## config.mk

```make
export PLATFORM = sky130hd
export DESIGN_NAME = seven_seg_driver_flat
export DESIGN_NICKNAME = d
export VERILOG_FILES = /design/src/rtl/seg_pkg.sv /design/src/rtl/seven_seg_driver_if.sv /design/src/rtl/hex7seg.sv /design/src/rtl/seven_seg_driver.sv /design/src/flat_wrapper.sv
export SDC_FILE = /design/constraint.sdc
export NUM_CORES = 1
export LEC_CHECK = 0
export CORE_MARGIN = 2
export CORE_UTILIZATION = 35
export CTS_CLUSTER_SIZE = 12
export DETAILED_ROUTE_END_ITERATION = 16
export GPL_ROUTABILITY_DRIVEN = 1
export PLACE_DENSITY = 0.53
export SYNTH_ARGS = -nofsm -noshare
export SYNTH_HDL_FRONTEND = slang
export SYNTH_HIERARCHICAL = 1
export SYNTH_SLANG_ARGS = --single-unit
```

## constraint.sdc

```tcl
create_clock -name clk -period 2.51 [get_ports clk]
set_clock_uncertainty 0.15 [all_clocks]
set_input_delay 0.502 -clock clk [delete_from_list [all_inputs] [get_ports clk]]
set_output_delay 0.502 -clock clk [all_outputs]
set_load 0.05 [all_outputs]
```

## src/rtl/seg_pkg.sv

```systemverilog
// Shared constants for the seven-segment scan driver: hex glyph table and
// the all-off values for cathodes and anodes.
package seg_pkg;

    // Active-low g..a patterns for hex digits 0..F; bit 7 (dp) is added by the driver.
    localparam logic [6:0] SEG_TABLE [16] = '{
        7'h40, 7'h79, 7'h24, 7'h30, 7'h19, 7'h12, 7'h02, 7'h78,
        7'h00, 7'h10, 7'h08, 7'h03, 7'h46, 7'h21, 7'h06, 7'h0E
    };

    localparam logic [7:0] SEG_BLANK = 8'hFF;
    localparam logic [3:0] AN_OFF    = 4'hF;

endpackage

```

## src/rtl/seven_seg_driver_if.sv

```systemverilog
// Host-side bundle of the seven-segment driver: load strobe with data,
// blanking control, and the display pins coming back.
interface seven_seg_driver_if;
    // Handshake: load is a valid-only strobe with no ready; every cycle it is high
    // data_in/dp_in are captured into the shadow, and pending reports that the
    // capture has not yet reached the display at a frame boundary.
    logic [15:0] data_in;
    logic [3:0]  dp_in;
    logic        load;
    logic        blank_lz;
    logic        pending;
    logic [7:0]  segs;
    logic [3:0]  an;

    modport master (
        output data_in, dp_in, load, blank_lz,
        input  pending, segs, an
    );

    modport slave (
        input  data_in, dp_in, load, blank_lz,
        output pending, segs, an
    );
endinterface

```

## src/rtl/hex7seg.sv

```systemverilog
// Combinational hex nibble to active-low g..a segment pattern.
module hex7seg
    import seg_pkg::*;
(
    input  logic [3:0] i_nib,
    output logic [6:0] o_pat
);

    assign o_pat = SEG_TABLE[i_nib];

endmodule

```

## src/rtl/seven_seg_driver.sv

```systemverilog
// Four-digit multiplexed seven-segment driver with a double-buffered display
// register that only updates on frame boundaries, plus leading-zero blanking.
module seven_seg_driver
    import seg_pkg::*;
#(
    parameter int CLK_DIV    = 50000,
    parameter int NUM_DIGITS = 4
)
(
    input  logic               clk,
    input  logic               rst_n,
    seven_seg_driver_if.slave  bus
);

    localparam int             PW        = $clog2(CLK_DIV);
    localparam logic [PW-1:0]  PRESC_MAX = PW'(CLK_DIV - 1);
    localparam logic [1:0]     IDX_LAST  = 2'(NUM_DIGITS - 1);

    logic [PW-1:0] r_presc;
    logic [1:0]    r_idx;
    logic [15:0]   r_shadow;
    logic [3:0]    r_shadow_dp;
    logic [15:0]   r_disp;
    logic [3:0]    r_disp_dp;
    logic          r_pending;
    logic [7:0]    r_segs;
    logic [3:0]    r_an;

    logic          w_tick;
    logic          w_frame;
    logic [3:0]    w_nib;
    logic [6:0]    w_pat;
    logic          w_blank;

    assign w_tick  = (r_presc == PRESC_MAX);
    assign w_frame = w_tick && (r_idx == IDX_LAST);

    always_ff @(posedge clk or negedge rst_n) begin
        if (!rst_n) begin
            r_presc <= '0;
            r_idx   <= 2'd0;
        end else if (w_tick) begin
            r_presc <= '0;
            r_idx   <= r_idx + 2'd1;
        end else begin
            r_presc <= r_presc + PW'(1);
        end
    end

    // A load on the boundary tick still commits the previous shadow, because the
    // display copy reads r_shadow before this edge overwrites it.
    always_ff @(posedge clk or negedge rst_n) begin
        if (!rst_n) begin
            r_shadow    <= 16'h0;
            r_shadow_dp <= 4'h0;
            r_disp      <= 16'h0;
            r_disp_dp   <= 4'h0;
            r_pending   <= 1'b0;
        end else begin
            if (bus.load) begin
                r_shadow    <= bus.data_in;
                r_shadow_dp <= bus.dp_in;
            end
            if (w_frame && r_pending) begin
                r_disp    <= r_shadow;
                r_disp_dp <= r_shadow_dp;
            end
            if (bus.load) begin
                r_pending <= 1'b1;
            end else if (w_frame) begin
                r_pending <= 1'b0;
            end
        end
    end

    assign w_nib = r_disp[{r_idx, 2'b00} +: 4];

    hex7seg u_hex7seg (
        .i_nib (w_nib),
        .o_pat (w_pat)
    );

    // A digit is a leading zero when it and every more significant nibble are 0.
    always_comb begin
        w_blank = 1'b0;
        if (bus.blank_lz) begin
            case (r_idx)
                2'd1:    w_blank = (r_disp[15:4]  == 12'h0);
                2'd2:    w_blank = (r_disp[15:8]  == 8'h0);
                2'd3:    w_blank = (r_disp[15:12] == 4'h0);
                default: w_blank = 1'b0;
            endcase
        end
    end

    always_ff @(posedge clk or negedge rst_n) begin
        if (!rst_n) begin
            r_segs <= SEG_BLANK;
            r_an   <= AN_OFF;
        end else if (w_blank) begin
            r_segs <= SEG_BLANK;
            r_an   <= AN_OFF;
        end else begin
            r_segs <= {~r_disp_dp[r_idx], w_pat};
            r_an   <= ~(4'b0001 << r_idx);
        end
    end

    assign bus.segs    = r_segs;
    assign bus.an      = r_an;
    assign bus.pending = r_pending;

endmodule

```

## src/flat_wrapper.sv

```systemverilog
// flat-port wrapper written by rule: the top's interface ports become plain ports
module seven_seg_driver_flat import seg_pkg::*;
#(
    parameter int CLK_DIV    = 50000,
    parameter int NUM_DIGITS = 4
)
  (clk, rst_n, bus_data_in, bus_dp_in, bus_load, bus_blank_lz, bus_pending, bus_segs, bus_an);
  seven_seg_driver_if bus_i ();
  input  logic clk;
  input  logic rst_n;
  input wire logic [$bits(bus_i.data_in)-1:0] bus_data_in;
  input wire logic [$bits(bus_i.dp_in)-1:0] bus_dp_in;
  input wire logic [$bits(bus_i.load)-1:0] bus_load;
  input wire logic [$bits(bus_i.blank_lz)-1:0] bus_blank_lz;
  output wire logic [$bits(bus_i.pending)-1:0] bus_pending;
  output wire logic [$bits(bus_i.segs)-1:0] bus_segs;
  output wire logic [$bits(bus_i.an)-1:0] bus_an;
  assign bus_i.data_in = bus_data_in;
  assign bus_i.dp_in = bus_dp_in;
  assign bus_i.load = bus_load;
  assign bus_i.blank_lz = bus_blank_lz;
  assign bus_pending = bus_i.pending;
  assign bus_segs = bus_i.segs;
  assign bus_an = bus_i.an;
  seven_seg_driver #(.CLK_DIV(CLK_DIV), .NUM_DIGITS(NUM_DIGITS)) u_core (.clk(clk), .rst_n(rst_n), .bus(bus_i));
endmodule
```

# Word level (Yosys, flattened, before mapping)
# Memories as Yosys holds them, arrays and structs flattened.
# Index checks and enable logic that the tools add are counted.
# classes
add_sub_neg	2
multipliers	0
div_mod_pow	0
magnitude_cmp	2
eq_ne	4
n_shift	2
n_mux	11
n_bitwise	3
reduce_logical	6
# op_table
op	n
$add A16 B1 Y16 const B	1
$eq A16 B16 Y1 const B	1
$mux W16	1
$shiftx A16 B5 Y4	1
$mux W7	2
$logic_not A12 Y1	1
$logic_not A8 Y1	1
$mux W8	1
$ge A5 B5 Y1 const B	1
$not A4 Y5	1
$eq A2 B2 Y1 const B	2
$logic_not A4 Y1	1
$mux W1	4
$mux W4	1
$not A4 Y4	1
$shl A1 B2 Y4 const A	1
$lt A2 B3 Y1 const B	1
$pmux W1 S3	1
$add A2 B1 Y2 const B	1
$bmux W1 S2	1
$eq A2 B1 Y1 const B	1
$logic_and A1 B1 Y1	2
$reduce_bool A2 Y1	1
$not A1 Y1	1
# totals
regBits	71
latch_bits	0
mem_bits_rw	0
mem_bits_ro	112
in_bits	24
out_inout_bits	13
elab_cells	40
memories	1
# memory_table
name	depth	word_bits	read_ports	rd_clocked_by_memory_dff	write_ports	line_no	source
(name not given)	16	7	1	0	0	hex7seg.sv:9	assign o_pat = SEG_TABLE[i_nib];

# Depth between registers and ports, before layout
# depth
ltp_word	6
depth_mapped	8
ltp_nobuf	7

# Modules after synthesis
# The synthesis kept the hierarchy.
# modules_own_cells
module	instances	cells_per_inst	area_each_um2	seq_area_each_um2
seven_seg_driver	1	212	3106.7	1791.7
hex7seg	1	32	275.3	0.0

# Worst setup path after synthesis
# OpenSTA, ideal clock, no wires.
# synth_timing
path_type	flip-flop to flip-flop
start	reg u_core.r_idx[0]
end	reg u_core.r_segs[3], in the netlist u_core/bus.segs[3]
setup_time_ps	84
arrival_ps	2338
t_required_ps	2276
setup_slack_ps	-63
path_stages_with_launch	8
n_path_buf	1
period_less_slack_ps	2573
cell_sequence	dfrtp_1 clkbuf_1 mux4_2 inv_1 ha_1 inv_1 mux4_1 or2_2
# synth_between
elab_chain_len	6
elab_cells_between_ends	11
cone_classes	3 x eq/ne; 1 x shift; 5 x mux; 1 x bitwise; 1 x memory
# synth_rtl
item	line_no	source
start, declared	seven_seg_driver.sv:20	logic [1:0] r_idx;
start signal, assigned	seven_seg_driver.sv:44	r_idx <= r_idx + 2'd1;
$shiftx A16 B5 Y4	seven_seg_driver.sv:76	assign w_nib = r_disp[{r_idx, 2'b00} +: 4];
via u_core.w_nib[0]	seven_seg_driver.sv:31	logic [3:0] w_nib;
$not A4 Y5 (not written as such)	hex7seg.sv:9	
$mem_v2 Z16 W7	n/a	
$mux W7 (not written as such) (2 in a row)	hex7seg.sv:9	
via u_core.w_pat[3]	seven_seg_driver.sv:32	logic [6:0] w_pat;
$mux W8	seven_seg_driver.sv:100	end else if (w_blank) begin
end signal, assigned	seven_seg_driver.sv:104	r_segs <= {~r_disp_dp[r_idx], w_pat};
end, declared	seven_seg_driver.sv:26	logic [7:0] r_segs;
# The timed path passes the listed nets, and every way through them passes these cells. The select of a mux whose other input is x is not followed.
# A chain may end at the register's enable or synchronous reset.

# Worst setup path after layout
# layout_timing
start	reg u_core.r_idx[0]
end	reg u_core.r_segs[0], in the netlist u_core/bus.segs[0]
# Same word-level chain as after synthesis.

==> metrics <==
crit path DAT between 2 and 2.5 ns; core box area 9330 µm²; WP data required ~2.6 ns; global route total overflow 0; LEAKAGE about 1.8 nW; worst skew pair latency 0.33 ns; 1st-pass router iterations 4; Synth Warn # 6; crit-path max FO 5; Worst-Margin Slew 0.516 ns; minimum clock period ~2.3 ns; port buffer count 36; clock-pin slew on the worst setup and hold paths around 0.070 ns; RR Startpoint u_core/r_idx[0]; Finished Layout Cells 424; Worst setup EP type flip-flop; Tightest Hold Check Type input pin to async pin; Max VDD drop 0.000225 V; Hold WS 0.0269 ns; # diodes 0; share of cells above drive strength 1 0.322; Synth Cell Area 3380 µm²; distinct cell type count after synthesis 41; FFs w/ async S/R, synth 1.00; simple-gate area share of the yosys netlist 0.117; Post-Synth XOR/XNOR Area 0.0337; initial drt markers 61; #FFs+latches synth roughly 70; final worst setup slack 0.161 ns; Initial Util 0.363; gpl congestion 0.821; HPWL after DPL ~4200 µm; slowest stage delay, CP 0.59 ns; Routed WL 6140 µm; Final nets 327; post-synthesis mux area share 0.218; R2R Setup Slk 0.16 ns; register area share after synthesis 0.530; PD cells 549 nW/µm²; clk buf depth 2; pre-CTS setup slack roughly 0.15 ns; Final setup viols 0; CTS tree done; via count 1973; Synth Area in Adders 0.0481; Max Slew Vio Count 0; Mapped Avg Cell Area 13.9 µm²; overall routing resource usage 0.128; I/O pins 37; Hold Violations, Final 0; Num CTS Buffers 9; largest family of logic cells by synthesized area multiplexers; prevailing post-synth register cell dfrtp_1; dpl cells 406; number of max-cap violations 0; upper clock frequency limit 426 MHz; Setup CP Type flip-flop to flip-flop; H-tree depth 3; compound-cell area share of the yosys netlist 0.0215; vias in the first global route 1987; fin crit share 0.936; Slew headroom 0.655; DIE WIDTH 102 µm; status completed; P&R area growth vs syn 21.1%; DRC viols 0; cell-by-cell trace of the critical path mux4_2 -> inv_1 -> ha_1 -> and2b_2 -> or3b_1 -> o21ai_0 -> or2_2; Worst Reg-to-Reg Cells 7; FP Rows 35; Gate Count Post-Synth 244; routed len/inst around 14 µm; global-route wire length before repair 10100 µm; crit start category flip-flop; post-detailed-route via-to-cell ratio about 4.7; Die Y 102 µm; number of enable flip-flop cells after synthesis 0; synthesized netlist net count 281; slowest stage cell, crit path mux4_2; largest net degree at the start of global routing 72; CTS root buffer clkbuf_8; Sink Count between 70 and 80; die area 10500 µm²; RSZ-0062 raised after global routing false; Worst R2R End u_core/bus.segs[0]; Antenna Nets Post-Route 0; initial antenna violation count 0; TNS Setup 0 ns
-- how the worst max path moves through the flow --
stage | endpoint | slack, ns | startpoint | cells past startpoint
floorplan | u_core/bus.segs[3] | 0.08 | u_core/r_idx[0] | 7
global placement | u_core/bus.segs[3] | 0.20 | u_core/r_idx[0] | 6
detailed placement | u_core/bus.segs[3] | 0.15 | u_core/r_idx[0] | 6
CTS | u_core/bus.segs[3] | 0.15 | u_core/r_idx[0] | 6
global route | u_core/bus.segs[3] | 0.01 | u_core/r_idx[0] | 6
finish | u_core/bus.segs[0] | 0.16 | u_core/r_idx[0] | 7
-- metal layers --
metal | up-vias | part of all wire | global-route usage
met2 | 36 | 0.45 | 0.186
met1 | 978 | 0.50 | 0.180
met4 | 0 | 0.013 | 0.0523
met5 | - | 0 | 0
li1 | 953 | - | -
met3 | 6 | 0.034 | 0.0363
-- what timing repair did --
item | in CTS | in global routing
gates resized for setup | 0 | 0
hold buffers | 0 | 0
setup endpoints to repair | 0 | 1
setup buffers | 0 | 2
-- logic make-up after synthesis --
group | count (synthesis)
DFF | 71
and+or+nand+nor | 68
muxes | 53
buffers and inverters | 16
xor gates and xnor gates | 13
adders and majority gates | 13
AOI/OAI and AO/OA | 10
-- Yosys cell counts, types with 3 or more instances --
cell type  count  share of area
dfrtp_1       59           0.44
mux2_2        21          0.070
mux2_4        20          0.089
nor2_1        15          0.017
ha_1          13          0.048
dfstp_2       12          0.093
nand2_1       11          0.012
nand3_1        8          0.012
or2_2          8          0.015
inv_1          7         0.0078
xor2_1         7          0.018
mux2i_1        6          0.018
xnor2_1        6          0.016
mux4_2         5          0.033
nand2b_1       4         0.0074
nor4_1         4         0.0074
clkbuf_1       3         0.0033
nand4_1        3         0.0055
o21ai_0        3         0.0044
-- sequential cells by signal (all words and copies together), names as in the netlist --
signal,count
u_core/r_shadow,16
u_core/r_disp,16
u_core/r_shadow_dp,4
u_core/bus.pending,1
u_core/r_presc,16
u_core/r_idx,2
u_core/bus.an,4
u_core/bus.segs,8
u_core/r_disp_dp,4
-- worst max-delay path, delay by kind of cell, from the launching register on --
family | cells | cell delay, ns
flops | 1 | 0.41
fa+ha+maj | 1 | 0.20
simple gates | 3 | 0.70
compound gates | 1 | 0.07
buf+inv | 1 | 0.18
mux | 1 | 0.59
-- stage by stage --
step,power (mW),area (µm²),utilization
2_1_floorplan,1.25,3380,-
3_3_place_gp,1.32,3870,0.415
3_5_place_dp,1.33,3870,0.415
4_1_cts,2.30,4080,0.438
5_1_grt,2.35,4100,0.439
6_report,2.25,4100,0.439
-- layout make-up --
cell class / instances / area, µm²
clock buffers: 13 / 169
clock inverters: 3 / 40.0
fillers: 870 / 5230
inverters: 7 / 26.3
multi-input cells: 157 / 1480
flip-flops and latches: 71 / 1790
well taps: 129 / 161
repair buffers: 44 / 428
-- layout by cell type, fill, tap and decap left out, types with 2 or more instances in the layout --
| cell | count |
|---|---|
| ha_1 | 13 |
| nor4_1 | 4 |
| nand2_1 | 11 |
| nor2b_1 | 2 |
| buf_4 | 7 |
| or2_2 | 8 |
| mux4_2 | 5 |
| dfstp_2 | 12 |
| xnor2_1 | 6 |
| mux2i_1 | 6 |
| dfrtp_1 | 59 |
| nand2b_1 | 4 |
| mux2_4 | 20 |
| a22o_1 | 2 |
| a21oi_1 | 2 |
| xor2_1 | 7 |
| nand4_1 | 3 |
| mux2_2 | 21 |
| clkinv_2 | 2 |
| o21ai_0 | 3 |
| clkbuf_8 | 12 |
| nor2_1 | 15 |
| clkdlybuf4s50_1 | 35 |
| nand3_1 | 8 |
| and4bb_1 | 2 |
| inv_1 | 7 |
-- where the power goes --
group / total (mW) / switching [mW] / internal (mW) / leakage, nW
Combinational: 0.105 / 0.0405 / 0.0641 / 0.799
Clock: 0.948 / 0.410 / 0.538 / 0.109
Sequential: 1.20 / 0.0186 / 1.18 / 0.884
Total: 2.25 / 0.469 / 1.78 / 1.79
Note: power is estimated with default switching activity, not from simulation.
